`src/rtl/button_conditioner_pkg.sv`:
```
// Shared types and helpers for the push-button conditioner.
// Holds the FSM state encoding and the counter width helper.
package button_conditioner_pkg;

    typedef enum logic [1:0] {
        ST_IDLE         = 2'd0,
        ST_PRESS_WAIT   = 2'd1,
        ST_PRESSED      = 2'd2,
        ST_RELEASE_WAIT = 2'd3
    } state_e;

    function automatic int cnt_w(input int n);
        return $clog2(n) + 1;
    endfunction

endpackage

```
`src/rtl/button_conditioner_sync_2ff.sv`:
```
// Two-flop synchronizer for asynchronous pin inputs.
// The reset value lets each pin idle at its own inactive level.
module sync_2ff #(
    parameter logic RESET_VAL = 1'b0
) (
    input  logic clk,
    input  logic rst,
    input  logic d_i,
    output logic q_o
);

    logic [1:0] sync_q;

    always_ff @(posedge clk) begin
        if (!rst) begin
            sync_q <= {2{RESET_VAL}};
        end else begin
            sync_q <= {sync_q[0], d_i};
        end
    end

    assign q_o = sync_q[1];

endmodule

```
`src/rtl/button_conditioner.sv`:
```
// Debounces a raw push-button into a clean level, press/release
// pulses, a one-shot long-press pulse and a wrapping press counter.
module button_conditioner
    import button_conditioner_pkg::*;
#(
    parameter int DEBOUNCE_CYCLES = 1000000,
    parameter int LONG_CYCLES     = 100000000,
    parameter int BTN_ACTIVE_LOW  = 0,
    parameter int CNT_W           = 8
) (
    input  logic             clk,
    input  logic             rst,
    input  logic             button,
    output logic             pressed,
    output logic             press,
    output logic             release_o,
    output logic             long_press,
    output logic             was_long,
    output logic [CNT_W-1:0] press_count
);

    localparam int DW = cnt_w(DEBOUNCE_CYCLES);
    localparam int HW = cnt_w(LONG_CYCLES);

    localparam logic [DW-1:0] D_ONE  = DW'(1);
    localparam logic [DW-1:0] D_LAST = DW'(DEBOUNCE_CYCLES - 1);
    localparam logic [HW-1:0] H_LAST = HW'(LONG_CYCLES - 1);
    localparam logic [HW-1:0] H_MAX  = HW'(LONG_CYCLES);

    localparam logic IDLE_LVL = (BTN_ACTIVE_LOW != 0);

    logic btn_sync;
    logic act;

    state_e           state_q;
    logic [DW-1:0]    dcnt_q;
    logic [HW-1:0]    hcnt_q;
    logic             long_seen_q;
    logic             pressed_q;
    logic             press_q;
    logic             release_q;
    logic             long_q;
    logic             was_long_q;
    logic [CNT_W-1:0] count_q;

    sync_2ff #(
        .RESET_VAL(IDLE_LVL)
    ) u_sync (
        .clk(clk),
        .rst(rst),
        .d_i(button),
        .q_o(btn_sync)
    );

    // act is 1 while the synchronized pin sits at its pressed level
    assign act = btn_sync ^ IDLE_LVL;

    always_ff @(posedge clk) begin
        if (!rst) begin
            state_q     <= ST_IDLE;
            dcnt_q      <= '0;
            hcnt_q      <= '0;
            long_seen_q <= 1'b0;
            pressed_q   <= 1'b0;
            press_q     <= 1'b0;
            release_q   <= 1'b0;
            long_q      <= 1'b0;
            was_long_q  <= 1'b0;
            count_q     <= '0;
        end else begin
            press_q   <= 1'b0;
            release_q <= 1'b0;
            long_q    <= 1'b0;
            unique case (state_q)
                ST_IDLE: begin
                    if (act) begin
                        state_q <= ST_PRESS_WAIT;
                        dcnt_q  <= D_ONE;
                    end
                end
                ST_PRESS_WAIT: begin
                    if (!act) begin
                        state_q <= ST_IDLE;
                        dcnt_q  <= '0;
                    end else if (dcnt_q == D_LAST) begin
                        state_q     <= ST_PRESSED;
                        press_q     <= 1'b1;
                        pressed_q   <= 1'b1;
                        count_q     <= count_q + 1'b1;
                        hcnt_q      <= '0;
                        long_seen_q <= 1'b0;
                        was_long_q  <= 1'b0;
                    end else begin
                        dcnt_q <= dcnt_q + 1'b1;
                    end
                end
                ST_PRESSED: begin
                    if (act) begin
                        if (hcnt_q != H_MAX) begin
                            hcnt_q <= hcnt_q + 1'b1;
                        end
                        if (hcnt_q == H_LAST && !long_seen_q) begin
                            long_q      <= 1'b1;
                            long_seen_q <= 1'b1;
                        end
                    end else begin
                        state_q <= ST_RELEASE_WAIT;
                        dcnt_q  <= D_ONE;
                    end
                end
                ST_RELEASE_WAIT: begin
                    if (act) begin
                        state_q <= ST_PRESSED;
                    end else if (dcnt_q == D_LAST) begin
                        state_q    <= ST_IDLE;
                        dcnt_q     <= '0;
                        release_q  <= 1'b1;
                        pressed_q  <= 1'b0;
                        was_long_q <= long_seen_q;
                    end else begin
                        dcnt_q <= dcnt_q + 1'b1;
                    end
                end
            endcase
        end
    end

    assign pressed     = pressed_q;
    assign press       = press_q;
    assign release_o   = release_q;
    assign long_press  = long_q;
    assign was_long    = was_long_q;
    assign press_count = count_q;

endmodule

```
`config.mk`:
```
export PLATFORM = sky130hd
export DESIGN_NAME = button_conditioner
export DESIGN_NICKNAME = d
export VERILOG_FILES = /design/src/rtl/button_conditioner_pkg.sv /design/src/rtl/button_conditioner_sync_2ff.sv /design/src/rtl/button_conditioner.sv
export SDC_FILE = /design/constraint.sdc
export NUM_CORES = 1
export LEC_CHECK = 0
export CAP_MARGIN = 5
export CORE_MARGIN = 1.5
export CORE_UTILIZATION = 60
export CTS_CLUSTER_DIAMETER = 30
export DETAILED_ROUTE_END_ITERATION = 8
export PLACE_DENSITY = 0.77
export REMOVE_ABC_BUFFERS = 1
export SYNTH_ARGS = -nofsm -noshare
export SYNTH_HDL_FRONTEND = slang
export SYNTH_SLANG_ARGS = --single-unit
```
`constraint.sdc`:
```
create_clock -name clk -period 2.95 [get_ports clk]
set_input_delay 0.295 -clock clk [delete_from_list [all_inputs] [get_ports clk]]
set_output_delay 0.295 -clock clk [all_outputs]
set_load 0.01 [all_outputs]
```
Word level (Yosys, flattened, before mapping)
Cells that the tools add are included.

operators by class
  $add $sub $neg = 3
  muxes and demuxes = 33
  reductions and logical operators = 14
  bitwise gates (word level) = 2
  equal/unequal tests = 18

operators by type and width
  kind                                              count
  two-way mux 21 bit                                6
  two-way mux 28 bit                                4
  one-hot mux 21 bit (4 select lines)               1
  one-hot mux 28 bit (2 select lines)               1
  adder 28 x 1 -> 28 bit (second input constant)    1
  == test 28 x 27 -> 1 bit (second input constant)  1
  != test 28 x 27 -> 1 bit (second input constant)  1
  adder 21 x 1 -> 21 bit (second input constant)    1
  == test 21 x 20 -> 1 bit (second input constant)  1
  AND reduction 5 bit                               3
  two-way mux 2 bit                                 6
  != test 2 bit (second input constant)             6
  two-way mux 1 bit                                 11
  AND reduction 3 bit                               3
  adder 8 x 1 -> 8 bit (second input constant)      1
  one-hot mux 2 bit (4 select lines)                1
  AND reduction 4 bit                               2
  != test 2 x 1 -> 1 bit (second input constant)    3
  != test 3 bit (second input constant)             2
  one-hot mux 1 bit (2 select lines)                3
  == test 2 bit (second input constant)             2
  nonzero test 2 bit                                2
  != test 3 x 2 -> 1 bit (second input constant)    1
  OR reduction 3 bit                                1
  5 further kinds                                   6

storage, ports and cells
  register bits = 67
  output and inout port bits = 13
  word-level logic and storage cells = 81

Logic depth before layout (Yosys ltp)
  depth after elaboration = 5
  gate-level depth with buffers = 9
  mapped depth without buffers = 6

Hierarchy
Synthesis repeated with hierarchy kept, for this count alone.

second synthesis, totals
  cell total of the unflattened synthesis = 435
  area, all modules = 3644.7 µm²

modules (own cells, without submodules)
  module              cells an instance  sequential area each (µm²)  times used  area each (µm²)
  button_conditioner  431                1301.2                      1           3592.2
  sync_2ff            4                  40.0                        1           52.6

Worst setup path after synthesis
No wires, ideal clock.

  kind = flip-flop to flip-flop
  from = reg dcnt_q[0]
  to = reg hcnt_q[7]
  arrival time = 2.014 ns
  data required time = 2.880 ns
  stages on the path, launching flop included = 8
  setup slack = 0.866 ns
  cell sequence = dfxtp_1 > ha_1 > nand4_1 > nor3_4 > a21oi_1 > buf_2 > or4_1 > a21oi_1

on the way
  cells in the longest elaborated chain, start to end = 3

RTL lines
  what                                  RTL line                   RTL
  start: declaration                    button_conditioner.sv:36   logic [DW-1:0] dcnt_q;
  start signal: assignment              button_conditioner.sv:94   dcnt_q <= dcnt_q + 1'b1;
  start signal: assignment              button_conditioner.sv:121  dcnt_q <= dcnt_q + 1'b1;
  == test 21 x 20 -> 1 bit              button_conditioner.sv:85   end else if (dcnt_q == D_LAST) begin
  != test 2 bit (no source line)        --
  AND reduction 5 bit (no source line)  --
  end signal: assignment                button_conditioner.sv:100  hcnt_q <= hcnt_q + 1'b1;
  end: declaration                      button_conditioner.sv:37   logic [HW-1:0] hcnt_q;

No other way between the ends.
A chain may end at the register's enable or synchronous reset.

Worst setup path in the final report
  from = reg dcnt_q[0]
  to = reg count_q[4] (netlist: press_count[4])

on the way
  cells in the longest elaborated chain, start to end = 2

RTL lines
  what                                  RTL line                  RTL
  == test 21 x 20 -> 1 bit              button_conditioner.sv:85
  AND reduction 3 bit (no source line)  --
  end signal: assignment                button_conditioner.sv:89  count_q <= count_q + 1'b1;
  end: declaration                      button_conditioner.sv:44  logic [CNT_W-1:0] count_q;

No other way between the ends.

==> results.toml <==
[pwr]
powerDensity_nw_per_um2 = 412
ir_worst_vdd_v = 0.000351
power.leakage_uw = 0.00123

[place]
gp_congestion = 0.886
io_buffers = 15
placed_area_sq_um = 3730
place_inst = 502
place_ws_ns = 0.501
dp_hpwl_um = 5470

[sta]
rsz0062_at_grt = "false"
slew_violations = 0
final.setup.worst_slack_ns = 0.473
fmax_mhz = 404
finalSetupViolCount = 0
maxSlewHeadroom_pct = 57.0
finalCritPeriodShare_pct = 84.0
fin_skew_ns = 0.00676
hold_violations = 0
holdWs_ns = 0.433
tightest_slew_ns = 0.643
finalCriticalPeriod_ns = 2.48

[hold_path]
hold_path.class = "flip-flop to flip-flop"

[global_route]
grt_pass1_wl_um = 13200
grt_max_degree = 50
grtUsageTotal_pct = 26.7
overflow = 0
antenna_found_initial = 0
grt_pass1_vias = 2961

[floorplan]
start_util_pct = 62.8
die_h_um = 79.4
die_area_sq_um = 6300
coreArea_sq_um = 5570
ios = 16
rows = 27
dieWidth_um = 79.4

[synth]
yosysSeqAreaShare_pct = 38.3
synthDistinctLibCells = 44
ys_ff_latch = 67
synth_edf_count = 0
synth_flop_cell = "dfxtp_1"
syn_avg_cell_area_sq_um = 8.20
syn_inst = 427
async_flop_share_pct = 0
synthesis.area_sq_um = 3500
ys_warn_count = 0

[clock_tree]
htree_levels = 3
cts_tree = "yes"
ctsResizeCount = 0
ctsHoldBuffers = 0
cts_root_buf = "clkbuf_8"
cts_buffer_depth = 2
numCtsBuffers = 9
post_cts_buffers = 0
clock_sinks = 67
clkLatencyLatePin_ns = 0.34
path_clk_slew_ns = 0.07

[finish]
fillers = 456
nets = 448
antennaDiodeCount = 0
multi_input_area_sq_um = 2040
area_growth_pct = 11.1
seq_area_sq_um = 1340
layout-drive-gt1-share_pct = 6.74
final_cell_count_no_fill = 517
postLayoutCellArea_sq_um = 3890

[route]
drtIter0Drc = 193
final_antenna_net_count = 0
num_vias = 3306
wl_per_cell_um = 15.4
drt-met1-wl_um = 3500
topRoutingLayerUsed = "met4"
route.met2.wl_um = 3920
met3_length_um = 378
drcViolationCount = 0
drt_wl_total_um = 7950
first_pass_iters = 4
detail_route.vias_per_cell = 6.39

[worst_setup_path]
cp-end-kind = "flip-flop"
path_cells = "ha_1, nand4_1, or3_1, nor2_1, nand4_1, mux2i_1"
cp_slowest_stage_delay_ns = 0.54
worstPathRequired_ns = 3.18
path_max_fanout = 11
critPathKind = "flip-flop to flip-flop"
reg2reg_slack_ns = 0.47
cpMostUsedCell = "nand4_1"
worstPathArrival_ns = 2.70
critPathLaunchType = "flip-flop"
crit_slowest_cell = "or3_1"

[run]
cap_violations = 0

[status]
status = "complete, no violations"
## final timing paths
check | cells after the start | from | to
setup / recovery | 6 | dcnt_q[0] | press_count[4]
hold / removal | 1 | u_sync.sync_q[0] | u_sync.sync_q[1]
setup reg to reg | 6 | dcnt_q[0] | press_count[4]
hold reg to reg | 1 | u_sync.sync_q[0] | u_sync.sync_q[1]
## Yosys cell counts, types with 2 or more instances
master / instances / area, sq um
and4b_1: 2 / 20.0
nor4b_1: 2 / 17.5
a21oi_1: 33 / 165
buf_2: 6 / 30.0
and3_1: 4 / 25.0
and2_1: 6 / 37.5
o31ai_1: 18 / 135
o21ai_1: 11 / 55.1
dfxtp_1: 67 / 1340
xor2_1: 12 / 105
nor4bb_1: 2 / 20.0
nor2b_1: 2 / 12.5
or3_1: 17 / 106
and4_1: 4 / 35.0
nand2b_1: 10 / 62.6
nor3_1: 8 / 40.0
mux2i_1: 12 / 120
nor2_1: 30 / 113
or4_1: 21 / 158
nand4_1: 22 / 138
o211ai_1: 7 / 52.6
nand3_1: 23 / 115
nor4_1: 9 / 56.3
o21ai_0: 7 / 35.0
nand2_1: 39 / 146
clkbuf_1: 16 / 60.1
ha_1: 4 / 50.1
a31oi_1: 6 / 37.5
xnor2_1: 3 / 26.3
inv_1: 9 / 33.8
nand3b_1: 2 / 15.0
## state kept, by name, summed over array words and instances (netlist names), named ones only
name / count
hcnt_q: 28
dcnt_q: 21
press_count: 8
u_sync.sync_q: 2
long_press: 1
long_seen_q: 1
press: 1
pressed: 1
release_o: 1
state_q: 1
was_long: 1
## layout by cell type (no fill, tap or decap), types with 15 or more instances in the layout
cell type and count:
a21oi_1 32, nor2_1 30, or4_1 21, clkdlybuf4s50_1 15
or3_1 17, dfxtp_1 67, o31ai_1 18, nand4_1 22
nand3_1 23, nand2_1 39
## layout make-up
type,instances,area share [%]
Sequential cell,67,34.5
Inverter,9,0.868
Multi-Input combinational cell,329,52.4
Clock buffer,12,3.73
Tap cell,72,2.32
Timing Repair Buffer,25,5.79
Clock inverter,3,0.386
## power breakdown
part	total (uW)	switching [uW]	internal (uW)	leakage, uW
Clock	646	327	319	0.0000860
Sequential	910	3.52	907	0.000540
Combinational	44.6	29.6	15.0	0.000600
## layer usage
metal / up-vias / track usage [%]
li1: 1630 / -
met1: 1578 / 30.8
met2: 84 / 46.9
met3: 14 / 7.09
met4: 0 / 10.5
met5: - / 0
## cell families (layout without fill, tap and decap cells)
group                    Yosys count  in the layout  share of synthesized area, %
AO/OA/AOI/OAI                     86             86                          14.7
XOR/XNOR                          15             15                          3.75
multiplexers                      12             12                          3.43
flip-flops                        67             67                          38.3
buffers and inverters             31             49                          3.54
adder cells (fa/ha/maj)            4              4                          1.43
AND/OR/NAND/NOR                  212            212                          34.8
## worst max-delay path, delay by kind of cell, from the launching register on
family / cells / cell delay, ns
mux: 1 / 0.15
fa+ha+maj: 1 / 0.23
simple gates: 4 / 1.54
flops: 1 / 0.44
## per-stage QoR
| step | power (uW) | setup TNS (ns) | utilization (%) |
|---|---|---|---|
| after CTS | 1610 | 0 | 69.8 |
| final | 1600 | 0 | 69.8 |
| after detailed placement | 976 | 0 | 66.9 |
| after global placement | 974 | 0 | 66.9 |
| after floorplan | 954 | -0.0383 | - |
| after global routing | 1660 | 0 | 69.8 |
Note: power is estimated with default switching activity, not from simulation.
